[src/rtl/player_ctrl.sv]
// Player rotation stage: synchronises the direction buttons, edge-detects the game FSM
// commands and maintains the current and previous-frame player angle.
module player_ctrl #(
  parameter int ANGLE_W     = 9,
  parameter int ANGLE_STEPS = 360,
  parameter int START_ANGLE = 270,
  parameter int STEP_SLOW   = 4,
  parameter int STEP_FAST   = 8,
  parameter int HOLD_FRAMES = 15
) (
  input  logic               clk,
  input  logic               rst_n,
  input  logic               btn_left,
  input  logic               btn_right,
  input  logic               update,
  input  logic               game_reset,
  input  logic               revert_player,
  input  logic               game_over,
  output logic [ANGLE_W-1:0] angle_new,
  output logic [ANGLE_W-1:0] angle_old,
  output logic               moving
);

  localparam int AW1    = ANGLE_W + 1;
  localparam int HOLD_W = $clog2(HOLD_FRAMES + 1);

  localparam logic [AW1-1:0]     STEPS_X = AW1'(ANGLE_STEPS);
  localparam logic [ANGLE_W-1:0] START_X = ANGLE_W'(START_ANGLE);
  localparam logic [HOLD_W-1:0]  HOLD_X  = HOLD_W'(HOLD_FRAMES);

  typedef enum logic [1:0] {DIR_NONE, DIR_LEFT, DIR_RIGHT} dir_e;

  logic               r_left_meta, r_left_sync, r_right_meta, r_right_sync;
  logic               r_update_d, r_reset_d, r_revert_d;
  logic [ANGLE_W-1:0] r_angle_new, r_angle_old;
  logic               r_moving;
  logic [HOLD_W-1:0]  r_hold;
  dir_e               r_last_dir;

  logic               w_update_rise, w_reset_rise, w_revert_rise;
  dir_e               w_dir;
  logic [AW1-1:0]     w_step, w_cur, w_sum;
  logic [ANGLE_W-1:0] w_right_angle, w_left_angle;
  logic [ANGLE_W-1:0] w_angle_new_nxt, w_angle_old_nxt;
  logic               w_moving_nxt;
  logic [HOLD_W-1:0]  w_hold_nxt;
  dir_e               w_last_dir_nxt;

  assign w_update_rise = update & ~r_update_d;
  assign w_reset_rise  = game_reset & ~r_reset_d;
  assign w_revert_rise = revert_player & ~r_revert_d;

  // Angle arithmetic is one bit wider than the angle so neither wrap can overflow.
  always_comb begin
    w_dir = DIR_NONE;
    if (r_left_sync && !r_right_sync)      w_dir = DIR_LEFT;
    else if (r_right_sync && !r_left_sync) w_dir = DIR_RIGHT;

    w_step        = (r_hold >= HOLD_X) ? AW1'(STEP_FAST) : AW1'(STEP_SLOW);
    w_cur         = {1'b0, r_angle_new};
    w_sum         = w_cur + w_step;
    w_right_angle = (w_sum >= STEPS_X) ? ANGLE_W'(w_sum - STEPS_X) : ANGLE_W'(w_sum);
    w_left_angle  = (w_cur < w_step) ? ANGLE_W'(w_cur + STEPS_X - w_step)
                                     : ANGLE_W'(w_cur - w_step);
  end

  // NOTE: every next-state signal gets its hold value first, so no path can infer a latch.
  always_comb begin
    w_angle_new_nxt = r_angle_new;
    w_angle_old_nxt = r_angle_old;
    w_moving_nxt    = r_moving;
    w_hold_nxt      = r_hold;
    w_last_dir_nxt  = r_last_dir;

    if (w_reset_rise) begin
      w_angle_new_nxt = START_X;
      w_angle_old_nxt = START_X;
      w_moving_nxt    = 1'b0;
      w_hold_nxt      = '0;
      w_last_dir_nxt  = DIR_NONE;
    end else if (w_revert_rise) begin
      w_angle_new_nxt = r_angle_old;
      w_moving_nxt    = 1'b0;
      w_hold_nxt      = '0;
    end else if (w_update_rise && !game_over) begin
      w_angle_old_nxt = r_angle_new;
      if (w_dir == DIR_NONE) begin
        w_moving_nxt   = 1'b0;
        w_hold_nxt     = '0;
        w_last_dir_nxt = DIR_NONE;
      end else begin
        w_angle_new_nxt = (w_dir == DIR_RIGHT) ? w_right_angle : w_left_angle;
        w_moving_nxt    = 1'b1;
        if (w_dir == r_last_dir) begin
          w_hold_nxt = (r_hold >= HOLD_X) ? r_hold : r_hold + 1'b1;
        end else begin
          w_hold_nxt     = HOLD_W'(1);
          w_last_dir_nxt = w_dir;
        end
      end
    end
  end

  // NOTE: sequential state uses non-blocking assignments so all registers sample together.
  always_ff @(posedge clk) begin
    if (!rst_n) begin
      r_left_meta  <= 1'b0;
      r_left_sync  <= 1'b0;
      r_right_meta <= 1'b0;
      r_right_sync <= 1'b0;
      r_update_d   <= 1'b0;
      r_reset_d    <= 1'b0;
      r_revert_d   <= 1'b0;
      r_angle_new  <= START_X;
      r_angle_old  <= START_X;
      r_moving     <= 1'b0;
      r_hold       <= '0;
      r_last_dir   <= DIR_NONE;
    end else begin
      r_left_meta  <= btn_left;
      r_left_sync  <= r_left_meta;
      r_right_meta <= btn_right;
      r_right_sync <= r_right_meta;
      r_update_d   <= update;
      r_reset_d    <= game_reset;
      r_revert_d   <= revert_player;
      r_angle_new  <= w_angle_new_nxt;
      r_angle_old  <= w_angle_old_nxt;
      r_moving     <= w_moving_nxt;
      r_hold       <= w_hold_nxt;
      r_last_dir   <= w_last_dir_nxt;
    end
  end

  assign angle_new = r_angle_new;
  assign angle_old = r_angle_old;
  assign moving    = r_moving;

endmodule

[config.mk]
export PLATFORM = sky130hd
export DESIGN_NAME = player_ctrl
export DESIGN_NICKNAME = d
export VERILOG_FILES = /design/src/rtl/player_ctrl.sv
export SDC_FILE = /design/constraint.sdc
export NUM_CORES = 1
export LEC_CHECK = 0
export CORE_MARGIN = 2
export CORE_UTILIZATION = 37
export DETAILED_ROUTE_END_ITERATION = 16
export HOLD_SLACK_MARGIN = 0.08
export MAX_ROUTING_LAYER = met4
export PLACE_DENSITY_LB_ADDON = 0.15
export SLEW_MARGIN = 10
export SYNTH_ARGS = -nofsm -noshare
export SYNTH_HDL_FRONTEND = slang
export SYNTH_SLANG_ARGS = --single-unit
[constraint.sdc]
create_clock -name clk -period 3.18 [get_ports clk]
set_clock_uncertainty 0.2 [all_clocks]
set_input_delay 0.318 -clock clk [delete_from_list [all_inputs] [get_ports clk]]
set_output_delay 0.318 -clock clk [all_outputs]
set_load 0.01 [all_outputs]
---- Yosys cells after proc, flatten, opt, wreduce, memory -nomap -nowiden ----
Cells that the tools add are included.
storage, ports and cells
  word-level logic and storage cells ...... 63
  register bits after elaboration ......... 32
  output and inout bits ................... 19
  input port bits ......................... 8
operators by class
  muxes and demuxes ....................... 15
  magnitude comparators ................... 3
  reduce and logical (&&, ||, !) cells .... 14
  bitwise operators ....................... 8
  add/sub/neg operators ................... 6
  equal/unequal tests ..................... 5
operator list
  kind                                                                                   number
  9-bit two-way mux                                                                      6
  9-bit by 4-bit subtractor with 9-bit output                                            2
  4-bit two-way mux                                                                      4
  9-bit by 4-bit adder with 10-bit output                                                1
  10-bit by 9-bit greater-or-equal comparator with 1-bit output (second input constant)  1
  9-bit adder (second input constant)                                                    1
  9-bit by 4-bit less-than comparator with 1-bit output                                  1
  9-bit subtractor (second input constant)                                               1
  2-bit two-way mux                                                                      4
  2-bit AND reduction                                                                    3
  1-bit NOT                                                                              5
  4-bit by 1-bit adder with 4-bit output (second input constant)                         1
  4-bit greater-or-equal comparator (second input constant)                              1
  2-bit != test (second input constant)                                                  2
  1-bit AND                                                                              3
  1-bit logical AND                                                                      3
  1-bit logical NOT                                                                      3
  3-bit != test (second input constant)                                                  1
  3-bit AND reduction                                                                    1
  3-bit OR reduction                                                                     1
  2-bit == test                                                                          1
  2-bit == test (second input constant)                                                  1
  2-bit logical NOT                                                                      1
  2-bit nonzero test                                                                     1
  other kinds (2)                                                                        2

---- Logic depth before layout (Yosys ltp) ----
  depth in word-level cells ............... 9
  depth in mapped cells ................... 12
  gate-level depth less buffers ........... 12

---- Least setup slack after synthesis ----
Ideal clock, no wire load.
  kind .................................... register to register
  start point ............................. reg r_hold[0]
  end point ............................... reg r_angle_new[7], in the netlist angle_new[7]
  path buffers ............................ 0
  arrival ................................. 2.625 ns
  cell stages (with the launch flop) ...... 13
  path slack .............................. 0.252 ns
  library setup time ...................... 0.103 ns
  cells stage by stage .................... dfxtp_1 > ha_1 > nand3_1 > inv_1 > ha_1 > inv_1 > ha_1 > nand2_1 > o21ai_0 > nand2_1 > a31oi_1 > mux2i_1 > a2111oi_2
on the way
  longest elaborated chain between the ends .. 9
RTL lines
  element                                                                                            RTL line  source
  start: declaration                                                                                 37        logic [HOLD_W-1:0] r_hold;
  start signal: assignment                                                                           130       r_hold <= w_hold_nxt;
  4-bit greater-or-equal comparator (*)                                                              59        w_step = (r_hold >= HOLD_X) ? AW1'(STEP_FAST) : AW1'(STEP_SLOW);
  4-bit two-way mux (*)                                                                              59
  9-bit by 4-bit adder with 10-bit output                                                            61        w_sum = w_cur + w_step;
  9-bit subtractor or 10-bit by 9-bit greater-or-equal comparator with 1-bit output (tied branches)  62        w_right_angle = (w_sum >= STEPS_X) ? ANGLE_W'(w_sum - STEPS_X) : ANGLE_W'(w_sum);
  9-bit two-way mux                                                                                  62
  9-bit two-way mux (*)                                                                              92        w_angle_new_nxt = (w_dir == DIR_RIGHT) ? w_right_angle : w_left_angle;
  9-bit two-way mux (*)                                                                              87        if (w_dir == DIR_NONE) begin
  9-bit two-way mux (*)                                                                              85        end else if (w_update_rise && !game_over) begin
  9-bit two-way mux (*)                                                                              81        end else if (w_revert_rise) begin
  end signal: assignment                                                                             127       r_angle_new <= w_angle_new_nxt;
  end: declaration                                                                                   35        logic [ANGLE_W-1:0] r_angle_new, r_angle_old;
Every way passes the cells marked *; elsewhere a longest branch is shown, timed or not. The select of a mux whose other input is x is not followed.
A chain may end at the register's enable or synchronous reset.

---- Worst setup path after layout ----
Ends and elaborated chain as after synthesis.

==> metrics <==
Area growth, synth to finish=21.6%; worst endpoint data arrival time=~2900 ps; final setup margin=226 ps; Synth cell types=between 60 and 70; CTS Hold Bufs=0; die width=82.6 um; height of the die=around 83 um; Routed Antenna Nets=0; sequential cell area fraction in the yosys report=0.280; # rows=28; Comb power frac=0.147; Seq. cell area=641 um2; layout cells sized above 1=0.130; diode count=0; IO Pins=27; Final Non-Filler Cells=approximately 380; setup tns final=0 ps; number of fill cells in the layout=around 610; Setup Viol. Count Final=0; power density over the cells=361 nW/um2; area of the multi-input gates=between 1500 and 2000 um2; switching share of total power=0.251; number of DRC markers in iteration 0=94; number of global-route vias before repair=slightly below 2000; count of flip-flops with a built-in enable after synthesis=0; largest net degree at the start of global routing=16; fin crit share=0.929; critical path class=register to register; Synth top area share=0.280; Slew Limit Fails=0; Overall Global Routing Usage=0.194; Routed WL=5750 um; placed inst area=around 2600 um2; via count=2107; synth cell count leaders=37 x nand2_1, 32 x dfxtp_1; total CTS buffers=5; fin crit period=about 3000 ps; DR WL/cell=approximately 15 um; CP max FO=5; Synth Instances=between 200 and 300; initial antenna violation count=0; CP Launch Type=register; drt first pass iters=4; # Max-Cap Violations=0; post-synth design cell area=between 2000 and 2500 um2; syn_nets=300; Min Hold Slack=~230 ps; syn_area_per_cell=roughly 8.4 um2; HPWL Detailed=approximately 4300 um; type of the worst min-delay path=register to register; dpl cells=roughly 370; Initial Utilization=0.384; FF+latch count, synth=32; Hold Vio Cnt, Final=0; Int Power=approximately 0.75 mW; Sink Count=32; DRC errors left=0; synth top area cells=dfxtp_1 28%, ha_1 9.9%, nand2_1 6.1%; DIE AREA=~6800 um2; clock latency on the worst-skew pair=slightly below 300 ps; nets=about 330; Post-Route Utilization=0.466; fin area=2780 um2; peak supply drop=0.000281 V; dpl ws=a little under 80 ps; cell taking the most area after synthesis=dfxtp_1; input/output buffers=26; WP data required=3130 ps; Worst Tran Pin Value=550 ps; Yosys warnings=0; endpoint class of the critical path=register; ys flop type=dfxtp_1; sw power=roughly 0.25 mW; RePlAce Congestion=0.902; core footprint=around 6000 um2; clock tree buffer depth=2; H-tree depth=2; setup repair after global routing missed its margin=false; LEAKAGE=roughly 1.1 nW; TritonCTS clock tree=done; post-synthesis async set-or-reset flop share=0; Reg clk slew, reported paths=approximately 70 ps; Clock power frac=0.430; status=complete, no violations; Vias/cell=about 5.6; overflow left after global routing=0; first-pass GRT wire length=9740 um; Overall Power=1.00 mW; root buffer cell=clkbuf_8; most numerous cell in the Yosys netlist=nand2_1; power share of the sequential group=0.423; Max Clk Rate=~340 MHz; Slew HR=0.633
-- cells in the final DEF (no fill, tap or decap), types with 2 or more instances in the layout --
cell type,count
o22ai_1,2
xor2_1,3
a31oi_1,8
nand2b_1,2
clkbuf_8,7
o311a_1,3
o21ai_0,7
xnor2_1,9
nor2_1,18
nor3_1,7
inv_1,18
nand4_1,5
clkdlybuf4s50_1,26
and2_1,10
nand3_1,4
dfxtp_1,32
o21ai_1,2
a21oi_1,17
ha_1,16
mux2i_1,3
o211ai_1,6
nand2_1,37
buf_4,7
a211oi_1,5
-- per-layer routing --
metal | track usage | part of all wire | up-vias | wire length (um)
li1 | - | - | 1033 | -
met1 | 0.256 | 0.48 | 1019 | 2740
met2 | 0.302 | 0.48 | 45 | 2740
met3 | 0.0293 | 0.032 | 10 | 183
met4 | 0.0672 | 0.016 | 0 | 92
met5 | - | 0 | - | 0
-- flip-flops by register name, summed over array words and instances (netlist names) --
signal / cells
r_right_sync: 1
r_last_dir: 2
r_left_sync: 1
r_left_meta: 1
r_right_meta: 1
angle_old: 9
r_update_d: 1
r_revert_d: 1
r_hold: 4
moving: 1
angle_new: 9
r_reset_d: 1
-- path summary, 6_finish.rpt --
| kind | start | endpoint | slack [ps] | depth (start not counted) |
|---|---|---|---|---|
| max | r_hold[0] | angle_new[7] | 230 | 9 |
| min | r_right_meta | r_right_sync | 230 | 1 |
| max reg2reg | r_hold[0] | angle_new[7] | 230 | 9 |
| min reg2reg | r_right_meta | r_right_sync | 230 | 1 |
-- what timing repair did --
action | CTS | global route
resized for setup | 0 | 11
setup endpoints to repair | 0 | 6
buffers inserted | 0 | 0
-- critical path, cell delays in order, from the launching register on --
cell and delay [ps]:
dfxtp_1 400, ha_1 230, nand3_2 150, ha_2 250
fa_2 550, inv_1 70, ha_1 210, or3_4 400
a221oi_2 290, a2111oi_2 80
-- cells by family (layout without fill, tap and decap cells) --
family          count (synthesis)  count (layout)  synth area share
simple gates                  104             104             0.240
compound gates                 70              70             0.232
flops                          32              32             0.280
buf+inv                        30              59            0.0685
fa+ha+maj                      20              20             0.116
xor+xnor                       13              13            0.0498
mux                             3               3            0.0131
-- power by group through the flow --
stage                     sequential (mW)  clock (mW)  combinational, mW
after floorplan                     0.431           0              0.101
after global placement              0.433           0              0.143
after CTS                           0.424       0.446              0.143
after detailed placement            0.433           0              0.143
after global routing                0.426       0.467              0.164
final                               0.424       0.431              0.147
-- final cells by class --
class                           instances  area share
Tap cell                               75      0.0338
Clock buffer                            7      0.0347
Timing Repair Buffer                   33       0.113
Multi-Input combinational cell        210       0.553
Sequential cell                        32       0.231
Inverter                               18      0.0243
Clock inverter                          1      0.0108
No activity file was read; power rests on OpenSTA's default activity.
